`src/rtl/demodulation_segment_collector_pkg.sv`:
```
// Shared constants and launch-state encoding for the demodulation segment collector.
package demodulation_segment_collector_pkg;
  localparam int DATA_W    = 32;
  localparam int SEG_COUNT = 10;
  localparam int IDX_W     = 4;

  typedef enum logic [1:0] {
    L_IDLE = 2'd0,
    L_RUN  = 2'd1,
    L_GAP  = 2'd2
  } launch_state_t;
endpackage

```
`src/rtl/demodulation_frame_bank.sv`:
```
// One frame bank: SEG_COUNT sample registers written by index, plus a full flag.
module demodulation_frame_bank #(
  parameter int DATA_W = demodulation_segment_collector_pkg::DATA_W
) (
  input  logic                                                             clk,
  input  logic                                                             reset,
  input  logic                                                             wr_en,
  input  logic [demodulation_segment_collector_pkg::IDX_W-1:0]             wr_idx,
  input  logic [DATA_W-1:0]                                                wr_data,
  input  logic                                                             set_full,
  input  logic                                                             clr_full,
  output logic [demodulation_segment_collector_pkg::SEG_COUNT-1:0][DATA_W-1:0] seg_data,
  output logic                                                             full
);
  import demodulation_segment_collector_pkg::*;

  logic [DATA_W-1:0] mem_reg [SEG_COUNT];
  logic              full_reg;

  always_ff @(posedge clk or negedge reset) begin
    if (!reset) begin
      for (int i = 0; i < SEG_COUNT; i++) mem_reg[i] <= '0;
      full_reg <= 1'b0;
    end else begin
      for (int i = 0; i < SEG_COUNT; i++) begin
        if (wr_en && (wr_idx == IDX_W'(i))) mem_reg[i] <= wr_data;
      end
      // set and clear never target the same bank on one edge; set wins defensively
      if (set_full)      full_reg <= 1'b1;
      else if (clr_full) full_reg <= 1'b0;
    end
  end

  for (genvar gi = 0; gi < SEG_COUNT; gi++) begin : g_out
    assign seg_data[gi] = mem_reg[gi];
  end

  assign full = full_reg;
endmodule

```
`src/rtl/demodulation_segment_collector.sv`:
```
// Double-buffered collector: serial samples fill one bank while the other is held for the demodulator.
module demodulation_segment_collector #(
  parameter int DATA_W    = demodulation_segment_collector_pkg::DATA_W,
  parameter int SEG_COUNT = 10
) (
  input  logic              clk,
  input  logic              reset,
  input  logic [DATA_W-1:0] sample_in,
  input  logic              sample_valid,
  output logic              sample_ready,
  output logic [DATA_W-1:0] segment_0,
  output logic [DATA_W-1:0] segment_1,
  output logic [DATA_W-1:0] segment_2,
  output logic [DATA_W-1:0] segment_3,
  output logic [DATA_W-1:0] segment_4,
  output logic [DATA_W-1:0] segment_5,
  output logic [DATA_W-1:0] segment_6,
  output logic [DATA_W-1:0] segment_7,
  output logic [DATA_W-1:0] segment_8,
  output logic [DATA_W-1:0] segment_9,
  output logic              start,
  input  logic              done_in,
  output logic              frame_done,
  output logic              frames_dropped
);
  import demodulation_segment_collector_pkg::*;

  logic [9:0][DATA_W-1:0] bank_data [2];
  logic [9:0][DATA_W-1:0] seg_sel;
  logic [1:0]             bank_full;

  logic             fill_bank_reg;
  logic [IDX_W-1:0] fill_idx_reg;
  logic             launch_bank_reg;
  launch_state_t    state_reg;
  logic             start_reg;
  logic             frame_done_reg;

  logic xfer;
  logic last_write;
  logic retire;

  assign sample_ready = !bank_full[fill_bank_reg];
  assign xfer         = sample_valid && sample_ready;
  assign last_write   = (fill_idx_reg == IDX_W'(SEG_COUNT - 1));
  assign retire       = (state_reg == L_RUN) && done_in;

  for (genvar gi = 0; gi < 2; gi++) begin : g_bank
    demodulation_frame_bank #(.DATA_W(DATA_W)) u_bank (
      .clk      (clk),
      .reset    (reset),
      .wr_en    (xfer && (fill_bank_reg == 1'(gi))),
      .wr_idx   (fill_idx_reg),
      .wr_data  (sample_in),
      .set_full (xfer && last_write && (fill_bank_reg == 1'(gi))),
      .clr_full (retire && (launch_bank_reg == 1'(gi))),
      .seg_data (bank_data[gi]),
      .full     (bank_full[gi])
    );
  end

  always_ff @(posedge clk or negedge reset) begin
    if (!reset) begin
      fill_bank_reg <= 1'b0;
      fill_idx_reg  <= '0;
    end else if (xfer) begin
      if (last_write) begin
        fill_idx_reg  <= '0;
        fill_bank_reg <= ~fill_bank_reg;
      end else begin
        fill_idx_reg  <= fill_idx_reg + 1'b1;
      end
    end
  end

  // L_GAP forces start low for a cycle so the downstream can clear before the next frame
  always_ff @(posedge clk or negedge reset) begin
    if (!reset) begin
      state_reg       <= L_IDLE;
      start_reg       <= 1'b0;
      frame_done_reg  <= 1'b0;
      launch_bank_reg <= 1'b0;
    end else begin
      frame_done_reg <= 1'b0;
      case (state_reg)
        L_IDLE: begin
          if (bank_full[launch_bank_reg]) begin
            state_reg <= L_RUN;
            start_reg <= 1'b1;
          end
        end
        L_RUN: begin
          if (done_in) begin
            state_reg       <= L_GAP;
            start_reg       <= 1'b0;
            frame_done_reg  <= 1'b1;
            launch_bank_reg <= ~launch_bank_reg;
          end
        end
        L_GAP: begin
          state_reg <= L_IDLE;
        end
        default: begin
          state_reg <= L_IDLE;
          start_reg <= 1'b0;
        end
      endcase
    end
  end

  assign seg_sel        = bank_data[launch_bank_reg];
  assign segment_0      = seg_sel[0];
  assign segment_1      = seg_sel[1];
  assign segment_2      = seg_sel[2];
  assign segment_3      = seg_sel[3];
  assign segment_4      = seg_sel[4];
  assign segment_5      = seg_sel[5];
  assign segment_6      = seg_sel[6];
  assign segment_7      = seg_sel[7];
  assign segment_8      = seg_sel[8];
  assign segment_9      = seg_sel[9];
  assign start          = start_reg;
  assign frame_done     = frame_done_reg;
  assign frames_dropped = 1'b0;
endmodule

```
`config.mk`:
```
export PLATFORM = sky130hd
export DESIGN_NAME = demodulation_segment_collector
export DESIGN_NICKNAME = d
export VERILOG_FILES = /design/src/rtl/demodulation_segment_collector_pkg.sv /design/src/rtl/demodulation_frame_bank.sv /design/src/rtl/demodulation_segment_collector.sv
export SDC_FILE = /design/constraint.sdc
export NUM_CORES = 1
export LEC_CHECK = 0
export ABC_AREA = 0
export BUFFER_PORTS_ARGS = -buffer_cell sky130_fd_sc_hd__buf_2
export CELL_PAD_IN_SITES_DETAIL_PLACEMENT = 0
export CELL_PAD_IN_SITES_GLOBAL_PLACEMENT = 2
export CORE_ASPECT_RATIO = 1.25
export CORE_UTILIZATION = 47
export CTS_BUF_LIST = sky130_fd_sc_hd__clkbuf_8
export DETAILED_ROUTE_END_ITERATION = 12
export PLACE_DENSITY_LB_ADDON = 0.1
export RECOVER_POWER = 50
export SYNTH_ARGS = -nofsm -noshare
export SYNTH_HDL_FRONTEND = slang
export SYNTH_HIERARCHICAL = 1
export SYNTH_SLANG_ARGS = --single-unit
```
`constraint.sdc`:
```
create_clock -name clk -period 5.55 [get_ports clk]
set_input_delay 0.555 -clock clk [delete_from_list [all_inputs] [get_ports clk]]
set_output_delay 0.555 -clock clk [all_outputs]
set_load 0.05 [all_outputs]
```
[After elaboration in Yosys (flattened, before gate mapping)]
Index checks and enable logic that the tools add are counted.
Word-level totals
  register bits: 652
  bits of input ports: 36
  logic and storage cells: 107
  output and inout bits: 324
Operators by class
  mux-type cells: 20
  add/subtract/negate cells: 1
  order comparisons: 3
  eq/ne operators: 13
  reduce and logical (&&, ||, !) cells: 38
  bitwise gates (word level): 4
Operator list (count)
  $mux 320: 3
  $logic_and 1x1->1: 29
  $eq 4x3->1 const B: 4
  $mux 1: 12
  $eq 4x2->1 const B: 2
  $eq 4x4->1 const B: 2
  $reduce_and 2->1: 3
  $add 4x1->4 const B: 1
  $eq 4x1->1 const B: 1
  $logic_not 4->1: 1
  $lt 1x2->1 const B: 2
  $mux 2: 2
  $mux 4: 1
  $ne 2x2->1 const B: 2
  $pmux 2 s2: 1
  $reduce_bool 2->1: 2
  $not 1->1: 3
  $pmux 1 s3: 1
  $reduce_and 3->1: 1
  $eq 2x1->1 const B: 1
  $eq 2x2->1 const B: 1
  $ge 2x2->1 const B: 1
  $logic_not 2->1: 1
  $not 1->2: 1
  $logic_not 1->1: 1

[Longest topological paths before layout]
  depth in word-level cells: 7
  mapped depth: 8
  depth with buffers taken out: 5

[By module]
The synthesis kept the hierarchy.
Modules (own cells, without submodules)
  demodulation_frame_bank: cells an instance 724, sequential area each 8032.7 µm², instances 2, area each 12099.1 µm²
  demodulation_segment_collector: cells an instance 404, sequential area each 250.2 µm², instances 1, area each 4349.2 µm²

[Least setup slack after synthesis]
OpenSTA, ideal clock, no wires.
  path type: input -> register
  start: input port sample_valid
  end: register g_bank[0].u_bank.mem_reg (netlist bit g_bank[0].u_bank/seg_data[100])
  slack: 3.180 ns
  arrival: 2.245 ns
  path buffers: 3
  setup time: 0.125 ns
  required time: 5.425 ns
  cell stages on the path: 7
  cell sequence: clkbuf_2 > nor3b_1 > nor3b_2 > and3_1 > buf_2 > buf_4 > mux2_2
Between the ends
  longest elaborated chain between the ends: 3
RTL lines
  from (decl): line demodulation_segment_collector.sv:9  | input logic sample_valid,
  $logic_and 1x1->1: line demodulation_segment_collector.sv:44  | assign xfer = sample_valid && sample_ready;
  $logic_and 1x1->1: line demodulation_segment_collector.sv:52  | .wr_en (xfer && (fill_bank_reg == 1'(gi))),
  $logic_and 1x1->1: line demodulation_frame_bank.sv:26  | if (wr_en && (wr_idx == IDX_W'(i))) mem_reg[i] <= wr_data;
  to (signal, indexed assignment): line demodulation_frame_bank.sv:26
  to (decl): line demodulation_frame_bank.sv:17  | logic [DATA_W-1:0] mem_reg [SEG_COUNT];
No other way between the ends.
A chain may end at the register's enable or synchronous reset.

[Final worst setup path]
  start: register fill_bank_reg
  end: register g_bank[0].u_bank.mem_reg (netlist bit g_bank[0].u_bank/seg_data[176])
Between the ends
  longest elaborated chain between the ends: 6
  elaborated cells on any way between the ends: 7
  those cells by class: 2 x mux; 1 x bitwise; 4 x reduce/logical
RTL lines
  from (decl): line demodulation_segment_collector.sv:32  | logic fill_bank_reg;
  from (signal assigned): line demodulation_segment_collector.sv:69  | fill_bank_reg <= ~fill_bank_reg;
  $mux 1 (not written as such) (2 in series): line demodulation_segment_collector.sv:43  | assign sample_ready = !bank_full[fill_bank_reg];
  $logic_not 1->1: line demodulation_segment_collector.sv:43
  $logic_and 1x1->1: line demodulation_segment_collector.sv:44
  $logic_and 1x1->1 *: line demodulation_segment_collector.sv:52
  $logic_and 1x1->1 *: line demodulation_frame_bank.sv:26
Every way passes the cells marked *; elsewhere a longest branch is shown, timed or not. The select of a mux whose other input is x is not followed.

==> results_dict.tcl <==
set metrics [dict create \
    core_area_um2 59810 \
    firstDrtPassIters 4 \
    clkLatencyLatePin_ns 0.70 \
    track_usage 0.2436 \
    yosysWarnings 6 \
    async_flop_share 1.000 \
    synthCells 1852 \
    syn-cell-area_um2 28550 \
    slowest_stage "nor2_1" \
    drt-wirelength-per-cell_um 24.31 \
    syn_nets 1888 \
    fin_worst_skew_ns 0.03998 \
    initial_core_util 0.4773 \
    rsz0062_at_grt "false" \
    slew_headroom -0.6309 \
    crit_buf_inv 1 \
    syn2layout_area_growth_pct 14.47 \
    yosysUniqueCellTypes 37 \
    drv_cap 7 \
    synth_seq_cells 652 \
    synth.area.top_cells "dfrtp_1 (57%), mux2_2 (38%), buf_4 (1.1%), buf_2 (1.0%), buf_1 (0.84%)" \
    antenna_found_initial 2 \
    worstMarginPinSlew_ns 2.446 \
    fin_tns_setup_ns 0 \
    clock_path_buffers 3 \
    ff2ff_path_depth 5 \
    io_pins 360 \
    criticalPathCategory "reg2reg" \
    grt_max_degree 175 \
    cts_tree "built" \
    cts_buffers 104 \
    postRouteAntennaNets 0 \
    htreeDepth 3 \
    cp_data_required_time_ns 6.10 \
    crit_path_cell_trace "nor3b_1, nand3b_4, nor2_1, buf_4, mux2_2" \
    synth_flop_cell "dfrtp_1" \
    overflow 0 \
    synth_top_area_frac 0.5715 \
    holdPathStages 2 \
    largest_reg_flops 640 \
    via_count 16447 \
    gp_routability_congestion 0.7443 \
    synth-edff-count 0 \
    die_area_um2 61740 \
    setup_viol 0 \
    finalCritPeriodShare 0.6869 \
    worst_slack_ns 1.738 \
    synthTopCellsByCount "mux2_2 (951), dfrtp_1 (652), buf_1 (64)" \
    first_global_vias 17987 \
    path_depth 5 \
    end_kind "register" \
    root_buffer "clkbuf_8" \
    grt_pass1_wl_mm 113.2 \
    yosys.area.top_type "dfrtp_1" \
    synth.avg_cell_area_um2 15.41 \
    wl_mm 73.57 \
    reg2reg_slack_ns 1.74 \
    synth.most_common_cell "mux2_2" \
    die_h_um 277.5 \
    finalMaxSlewViolations 497 \
    dpl_worst_slack_ns 2.365 \
    violations "max-capacitance violations, max-slew violations" \
    cp_slowest_stage_delay_ns 1.55 \
    cp-start-kind "register" \
    cp_top_family "simple AND/OR/NAND/NOR gates" \
    worstPathArrival_ns 4.36 \
    clock.fmax_ghz 0.2623 \
    holdCritPathClass "in2reg" \
    fin_util 0.5464 \
    hold_violations 0 \
    finalCriticalPeriod_ns 3.812 \
    drc 0 \
    port-buffer-count 358 \
    viasPerCell 5.435 \
    cp_max_fo 17 \
    yosysSeqAreaShare 0.5715 \
    clock_sinks 652 \
    drt-initial-drc-count 752 \
    status "complete, but fails checks" \
    dp_hpwl_mm 45.86 \
    layout.nets 2213 \
    fill_cells 5132 \
    post_cts_buffers 0 \
    whs_ns 0.08080 \
    die_w_um 222.4 \
    clk_pin_slew_worst_paths_ns 0.07 \
    fp-row-count 100 \
    drive_above_1_share 0.6556 \
]
metal layers:
| metal | global-route usage | wire (um) | up-vias |
|---|---|---|---|
| met5 | 0 | 0 | - |
| met4 | 0.08470 | 2041 | 0 |
| met3 | 0.06376 | 4662 | 112 |
| met2 | 0.4078 | 36770 | 349 |
| met1 | 0.3046 | 30090 | 8753 |
| li1 | - | - | 7233 |
layout make-up:
type                       instances  area, um^2  share of cell area
clock inverter                    55       226.5            0.006930
sequential                       652       16320              0.4994
multi-input combinational       1026       11270              0.3449
timing repair buffer             389        2054             0.06287
tap                              765       957.2             0.02929
inverter                           4       15.01           0.0004595
antenna                            2       5.005           0.0001532
clock buffer                     133        1831             0.05602
cell families after synthesis:
| family | Yosys count | synth area share |
|---|---|---|
| compound gates | 8 | 0.002104 |
| flops | 652 | 0.5715 |
| simple gates | 50 | 0.01192 |
| mux | 963 | 0.3807 |
| other cells | 1 | 0.0001314 |
| xor+xnor | 4 | 0.001227 |
| buf+inv | 174 | 0.03235 |
worst paths after layout:
check / start / endpoint
worst min register to register: state_reg[1] / state_reg[0]
worst max register to register: fill_bank_reg / g_bank[0].u_bank/seg_data[176]
worst min-delay path: done_in / state_reg[0]
min in group asynchronous: reset / g_bank[0].u_bank/seg_data[2]
worst max-delay path: fill_bank_reg / g_bank[0].u_bank/seg_data[176]
max in group asynchronous: reset / g_bank[1].u_bank/seg_data[240]
timing repair:
item	4_1_cts	5_1_grt
endpoints found under the hold margin	69	0
resized for setup	0	0
hold buffers	1	0
setup endpoints to repair	0	0
cell usage in the layout, fill, tap and decap left out, types with 2 or more instances in the layout:
master and n:
or3_2 2, nor2_1 11, and3_1 3, buf_2 355
nand2_1 7, nor2b_1 2, nor3b_1 6, buf_4 20
clkbuf_4 2, mux2_1 13, a21o_1 2, inv_1 49
nand2b_1 2, mux2_2 949, and3_2 2, nand4b_1 2
clkbuf_1 6, xnor2_1 3, dfrtp_1 651, clkbuf_8 133
nand3b_1 5, nand4_1 2, clkinv_2 8, diode_2 2
buf_12 3
through the flow:
stage	cells	instance area (um^2)
finish	3026	32680
global route	3025	32680
CTS	3024	32850
detailed placement	2835	30780
global placement	2835	30780
floorplan	1852	28550
Power is not shown: default switching activity piles up to over one toggle a cycle in this logic, so the estimate is an artifact.
